**src/rtl/axis_sample_source.sv**
```systemverilog
// axis_sample_source: FIFO-buffered AXI-Stream sample master, optional launch pacing via AXIS_SAMPLE_SOURCE_PACING_EN
module axis_sample_source #(
    parameter int DATA_WIDTH = 16,
    parameter int DEPTH      = 8,
    parameter int RATE_DIV   = 4
) (
    input  logic                         clk,
    input  logic                         rst,
    input  logic                         in_valid,
    output logic                         in_ready,
    input  logic [DATA_WIDTH-1:0]        in_data,
    output logic                         m_axis_data_tvalid,
    input  logic                         m_axis_data_tready,
    output logic [DATA_WIDTH-1:0]        m_axis_data_tdata,
    output logic [$clog2(DEPTH+1)-1:0]   level,
    output logic                         overflow
);
    localparam int AW = $clog2(DEPTH);
    localparam int LW = $clog2(DEPTH+1);
    logic [DATA_WIDTH-1:0] mem [DEPTH];
    logic [AW-1:0] wr_ptr, rd_ptr;
    logic push, pop, pace_ok;
    assign in_ready           = level != LW'(DEPTH);
    assign m_axis_data_tvalid = (level != '0) && pace_ok;
    assign m_axis_data_tdata  = mem[rd_ptr];
    assign push               = in_valid && in_ready;
    assign pop                = m_axis_data_tvalid && m_axis_data_tready;
    always_ff @(posedge clk) begin
        if (push) mem[wr_ptr] <= in_data;
    end
    always_ff @(posedge clk) begin
        if (rst) begin
            wr_ptr   <= '0;
            rd_ptr   <= '0;
            level    <= '0;
            overflow <= 1'b0;
        end else begin
            if (push) wr_ptr <= wr_ptr + 1'b1;
            if (pop) rd_ptr <= rd_ptr + 1'b1;
            level <= level + LW'(push) - LW'(pop);
            if (in_valid && !in_ready) overflow <= 1'b1;
        end
    end
`ifdef AXIS_SAMPLE_SOURCE_PACING_EN
    localparam int PW = $clog2(RATE_DIV+1);
    logic [PW-1:0] pace_cnt;
    always_ff @(posedge clk) begin
        if (rst) pace_cnt <= '0;
        else if (pop) pace_cnt <= PW'(RATE_DIV-1);
        else if (pace_cnt != '0) pace_cnt <= pace_cnt - 1'b1;
    end
    assign pace_ok = pace_cnt == '0;
`else
    // RATE_DIV is at least 1, so this is a constant 1
    assign pace_ok = RATE_DIV > 0;
`endif
endmodule

```
**config.mk**
```make
export PLATFORM = sky130hd
export DESIGN_NAME = axis_sample_source
export DESIGN_NICKNAME = d
export VERILOG_FILES = /design/src/rtl/axis_sample_source.sv
export SDC_FILE = /design/constraint.sdc
export NUM_CORES = 1
export LEC_CHECK = 0
export CAP_MARGIN = 20
export CORE_MARGIN = 3
export CORE_UTILIZATION = 58
export CTS_CLUSTER_DIAMETER = 100
export DETAILED_ROUTE_END_ITERATION = 10
export PLACE_DENSITY = 0.75
export SLEW_MARGIN = 0
export SYNTH_ARGS = -nofsm -noshare
export SYNTH_HDL_FRONTEND = slang
export SYNTH_SLANG_ARGS = --single-unit
```
**constraint.sdc**
```tcl
create_clock -name clk -period 3.35 [get_ports clk]
set_clock_uncertainty 0.05 [all_clocks]
set_input_delay 0.5025 -clock clk [delete_from_list [all_inputs] [get_ports clk]]
set_output_delay 0.5025 -clock clk [all_outputs]
set_load 0.05 [all_outputs]
```
==> flow_metrics.py, run 1 <==
metrics = {
    "status": {
        "status": "finished, final reports clean",
    },
    "layout": {
        "area_growth_pct": 21.3,
        "insertedDiodeCount": 0,
        "fillers": 561,
        "fin_nets": 362,
        "design_area_sq_um": 6840,
        "final_cells": 476,
        "layout_commonest_cell": "edfxtp_1",
        "post-route-util_pct": 73.4,
        "most-common-layout-cells": "edfxtp_1, buf_4, mux4_1, clkdlybuf4s50_1, mux2_2",
        "drive_gt1_share_pct": 26.5,
    },
    "drt": {
        "routed_wl_microns": 9430,
        "ant_nets": 0,
        "wl_per_cell_microns": 19.8,
        "firstDrtPassIters": 5,
        "drtIter0Drc": 178,
        "drc": 0,
        "vias": 2665,
        "drt-vias-per-instance": 5.60,
    },
    "logic_synthesis": {
        "ys_seq_area_share_pct": 73.1,
        "synth_mux_area_share_pct": 18.8,
        "netlist_instances": 268,
        "synth_warnings": 0,
        "synth-seq-cells": 142,
        "yosysUniqueCellTypes": 26,
        "avgSynthCellArea_sq_um": 21.1,
        "yosys.area.top_type": "edfxtp_1",
        "synth_top_cell_area_share_pct": 68.1,
        "syn_area_sq_um": 5640,
        "synth_xor_area_share_pct": 0.310,
        "synth_area_leaders": "edfxtp_1, mux4_1, dfxtp_1",
        "synth-adder-area-share_pct": 1.91,
        "synth-simple-area-share_pct": 3.19,
        "synth_top_family_by_area": "multiplexers",
        "syn_nets": 296,
        "synth_compound_area_share_pct": 1.04,
    },
    "clocking": {
        "ctsHoldBuffers": 0,
        "clkTransAtPathRegs_ns": 0.06,
        "clockRootBuffer": "clkbuf_8",
        "cts_tree": "yes",
        "clk_path_buf_depth": 2,
        "clkLatencyLatePin_ns": 0.52,
        "clock-sinks": 142,
        "cts_setup_buffers": 0,
        "cts_made_buffers": 17,
        "h-tree-depth": 4,
        "cts_resized": 0,
    },
    "die": {
        "start_util_pct": 60.5,
        "dieArea_sq_um": 10900,
        "core_area_sq_um": 9330,
        "die_h_microns": 105,
        "num_rows": 35,
        "num_io_pins": 43,
        "die_w_microns": 105,
    },
    "placed_design": {
        "dpl_cell_area_sq_um": 6270,
        "place_congestion": 0.713,
        "place_inst": 444,
        "dp_slack_ns": 0.772,
        "dpl.hpwl_microns": 5770,
        "portBuffers": 42,
    },
    "power_and_ir_drop": {
        "switchingPower_mw": 1.61,
        "static-leakage-power_nw": 2.31,
        "powerDensity_nw_per_um2": 772,
        "intPower_mw": 3.67,
        "p_sw_share_pct": 30.4,
        "clock_power_share_pct": 34.1,
        "power_frac_comb_pct": 25.2,
        "power_mw": 5.28,
        "seq_power_share_pct": 40.7,
        "vdd_drop_max_uv": 498,
    },
    "setup_path": {
        "worstPathRequired_ns": 2.80,
        "critical_path.max_fanout": 32,
        "critical_path_class": "flip-flop to output pin",
        "crit_arrival_ns": 2.44,
        "end_kind": "output pin",
        "start_kind": "flip-flop",
    },
    "grt": {
        "grtUsageMet1_pct": 26.1,
        "grt_first_pass_wirelength_microns": 15200,
        "grt_pass1_vias": 2766,
        "grt.met3_usage_pct": 6.30,
        "track_usage_pct": 18.9,
        "met2_usage_pct": 28.6,
        "gr-max-usage-layer": "met2",
        "antenna_found_initial": 0,
        "grt_max_degree": 33,
        "grt.overflow.total": 0,
    },
    "sta": {
        "slew_viol_final": 0,
        "fin_crit_sh_pct": 89.4,
        "max_freq_mhz": 334,
        "setup_viol": 0,
        "rsz0062_at_grt": "false",
        "worst_slew_pin_slew_ns": 0.946,
        "slew_headroom_pct": 36.9,
        "setup_ws_ns": 0.355,
        "hold_viol_final": 0,
        "post-route-min-period_ns": 2.99,
    },
    "min_path": {
        "hold_path_class": "flip-flop to flip-flop",
    },
    "job": {
        "maxCapViolCount": 0,
    },
}
routing by layer:
| layer | share of wire [%] | up-vias |
|---|---|---|
| met4 | 1.1 | 0 |
| li1 | - | 1246 |
| met2 | 49 | 83 |
| met1 | 43 | 1327 |
| met3 | 6.9 | 9 |
| met5 | 0 | - |
registers in the layout, indices dropped and copies added (netlist names), named ones only:
signal,count
overflow,1
wr_ptr,3
mem,128
rd_ptr,3
level,4
area by class of cell:
type                       count  area, sq um  share of cell area (%)
clock buffer                  18          418                    6.11
clock inverter                14          158                    2.30
inverter                       6         22.5                   0.329
multi-input combinational    109         1460                    21.3
sequential                   142         4120                    60.3
tap                          129          161                    2.36
timing repair buffer          58          500                    7.31
power by group through the flow:
stage | Combinational, mW | Clock, mW | Sequential (mW)
global route | 1.42 | 1.92 | 2.17
global placement | 1.33 | 0 | 2.18
floorplan | 0.947 | 0 | 2.21
finish | 1.33 | 1.80 | 2.15
CTS | 1.35 | 1.83 | 2.16
detailed placement | 1.34 | 0 | 2.19
kinds of logic (layout without fill, tap and decap cells):
kind of cell	Yosys count	count (layout)
compound gates	11	11
xor+xnor	2	2
fa+ha+maj	8	8
buf+inv	17	96
flops	142	142
mux	53	53
simple gates	35	35
per-stage QoR:
step	hold slack, ns	TNS [ns]
2_1_floorplan	0.426	-5.90
3_3_place_gp	0.409	0
3_5_place_dp	0.419	0
4_1_cts	0.435	0
5_1_grt	0.464	0
6_report	0.424	0
synthesized netlist by cell type, drive strengths merged:
library cell and instances:
a21oi 7, nand2 5, inv 6, nor2b 5, nor2 8, nand2b 5
edfxtp 128, or3 2, mux2 19, dfxtp 14, xnor2 2, mux4 32
mux2i 2, a31o 1, nand3 3, nor4 1, clkbuf 3, ha 7
o21ai 3, buf 8, nor3 4, fa 1, nor3b 2
worst max-delay path, cell delays in order, from the launching register on:
cell and delay (ns):
dfxtp_1 0.31, buf_4 0.45, mux4_1 0.67, mux2_2 0.29, buf_4 0.19
worst paths after layout:
| kind | slack [ns] | start | to | cells past startpoint |
|---|---|---|---|---|
| worst max-delay path | 0.36 | flip-flop | m_axis_data_tdata[5] | 4 |
| worst min-delay path | 0.42 | overflow | overflow | 2 |
| worst max register to register | 0.80 | level[2] | level[2] | 10 |
| worst min register to register | 0.42 | overflow | overflow | 2 |
Note: power is estimated with default switching activity, not from simulation.
==> inputs of run 2 (changes only) <==
- TNS_END_PERCENT: unset -> 20
==> flow_metrics.py, run 2 (synthesis results as in run 1) <==
metrics = {
    "status": {
        "status": "finished, final reports clean",
    },
    "sta": {
        "post-route-min-period_ns": 2.90,
        "slew_viol_final": 0,
        "slew_headroom_pct": 61.4,
        "tns_ns": 0,
        "setup_viol": 0,
        "rsz0062_at_grt": "false",
        "worst_slew_pin_slew_ns": 0.575,
        "hold_viol_final": 0,
        "fin_crit_sh_pct": 86.6,
        "hold_ws_ns": 0.436,
        "max_freq_mhz": 345,
        "setup_ws_ns": 0.449,
    },
    "power_and_ir_drop": {
        "vdd_drop_max_uv": 473,
        "power_mw": 5.50,
        "powerDensity_nw_per_um2": 796,
        "static-leakage-power_nw": 2.36,
    },
    "layout": {
        "insertedDiodeCount": 0,
        "final_cells": 477,
        "most-common-layout-cells": "edfxtp_1, buf_4, mux4_1, clkdlybuf4s50_1, mux2_2",
        "fin_nets": 363,
        "multi_input_area_sq_um": 1460,
        "reg_top3": "mem (128), level (4)",
        "largest_register_ffs": 128,
        "max_flop_register": "mem",
        "regArea_sq_um": 4120,
        "area_growth_pct": 22.4,
        "fillers": 547,
        "layout_commonest_cell": "edfxtp_1",
        "drive_gt1_share_pct": 26.4,
    },
    "clocking": {
        "h-tree-depth": 4,
        "ctsHoldBuffers": 0,
        "cts_made_buffers": 17,
        "cts_tree": "yes",
        "clk_path_buf_depth": 2,
        "cts_resized": 0,
        "clkLatencyLatePin_ns": 0.51,
        "cts_setup_buffers": 0,
        "clkTransAtPathRegs_ns": 0.06,
        "clock-sinks": 142,
        "clockRootBuffer": "clkbuf_8",
    },
    "min_path": {
        "hp-start": "overflow",
        "hold_path_class": "flip-flop to flip-flop",
        "min_to": "overflow",
        "whs_path_depth": 2,
    },
    "die": {
        "dieArea_sq_um": 10900,
        "num_rows": 35,
        "start_util_pct": 60.5,
        "core_area_sq_um": 9330,
        "die_w_microns": 105,
        "num_io_pins": 43,
        "die_h_microns": 105,
    },
    "setup_path": {
        "critical_path_class": "flip-flop to output pin",
        "start_kind": "flip-flop",
        "crit_arrival_ns": 2.35,
        "cp_top_family": "buffers and inverters",
        "crit_slowest_cell": "clkdlybuf4s50_1",
        "cpMostUsedCell": "inv_1",
        "crit_path_max_incr_delay_ns": 0.74,
        "r2r-start": "level[2]",
        "critical_path.max_fanout": 5,
        "crit_path_cell_trace": "inv_1, ha_1, nor3b_1, inv_1, clkdlybuf4s50_1",
        "worstPathRequired_ns": 2.80,
        "cp.buffers_inverters": 3,
        "r2r_end": "level[2]",
        "reg2reg_slack_ns": 0.77,
        "r2r_cells": 10,
        "end_kind": "output pin",
    },
    "grt": {
        "antenna_found_initial": 0,
        "grt_max_degree": 33,
        "grt_first_pass_wirelength_microns": 15700,
        "track_usage_pct": 19.7,
        "grt_pass1_vias": 2869,
        "grt.overflow.total": 0,
    },
    "drt": {
        "vias": 2696,
        "firstDrtPassIters": 4,
        "drtIter0Drc": 138,
        "drc": 0,
        "drt-vias-per-instance": 5.65,
        "routed_wl_microns": 9950,
        "wl_per_cell_microns": 20.9,
        "ant_nets": 0,
    },
    "placed_design": {
        "place_inst": 445,
        "dpl.hpwl_microns": 5920,
        "place_congestion": 0.757,
        "portBuffers": 42,
        "dp_slack_ns": 0.725,
    },
    "job": {
        "maxCapViolCount": 0,
    },
}
[run 2: changes by cell type in the layout (fill, tap and decap cells not counted), sizes merged]
cell and change:
buf +1, bufinv +3, clkbuf +1, clkinv +4
clkinvlp -5, inv -3
[run 2: worst max path at each step]
stage | from | end | slack (ns) | cells after the start
2_1_floorplan | level[2] | mem[2][0] | -0.12 | 6
3_3_place_gp | m_axis_data_tready | level[2] | 0.80 | 7
3_5_place_dp | m_axis_data_tready | level[2] | 0.73 | 7
4_1_cts | level[2] | in_ready | 0.41 | 5
5_1_grt | level[2] | in_ready | 0.23 | 5
6_report | level[2] | in_ready | 0.45 | 5
[run 2: area by class of cell]
type | instances | area share (%)
Sequential cell | 142 | 59.7
Multi-Input combinational cell | 109 | 21.1
Timing Repair Buffer | 59 | 7.35
Clock buffer | 19 | 6.10
Clock inverter | 13 | 3.08
Tap cell | 129 | 2.34
Inverter | 6 | 0.326
[run 2: layer usage]
metal,track usage (%),routed length (microns),vias to the layer above
li1,-,-,1246
met1,27.2,4440,1359
met2,30.0,4870,71
met3,5.74,443,20
met4,7.87,195,0
met5,0,0,-
[run 2: worst reg2reg max path, stage by stage, from the launching register on]
cell and delay, ns:
dfxtp_1 0.31, inv_1 0.09, ha_1 0.15, nor3b_1 0.38, inv_1 0.16, nand2_1 0.34
xnor2_1 0.14, ha_1 0.23, fa_1 0.38, xnor2_1 0.17, nor2_1 0.06
[run 2: report_power, final]
group | switching (mW) | total [mW] | internal (mW) | leakage, nW
combinational | 0.819 | 1.36 | 0.546 | 0.770
sequential | 0.0737 | 2.14 | 2.06 | 1.28
clock | 0.703 | 2.00 | 1.29 | 0.311
[run 2: metrics by stage]
stage | area, sq um | util, %
final | 6910 | 74.1
after global routing | 6910 | 74.1
after CTS | 6910 | 74.1
after detailed placement | 6270 | 67.3
after global placement | 6270 | 67.3
after floorplan | 5650 | -
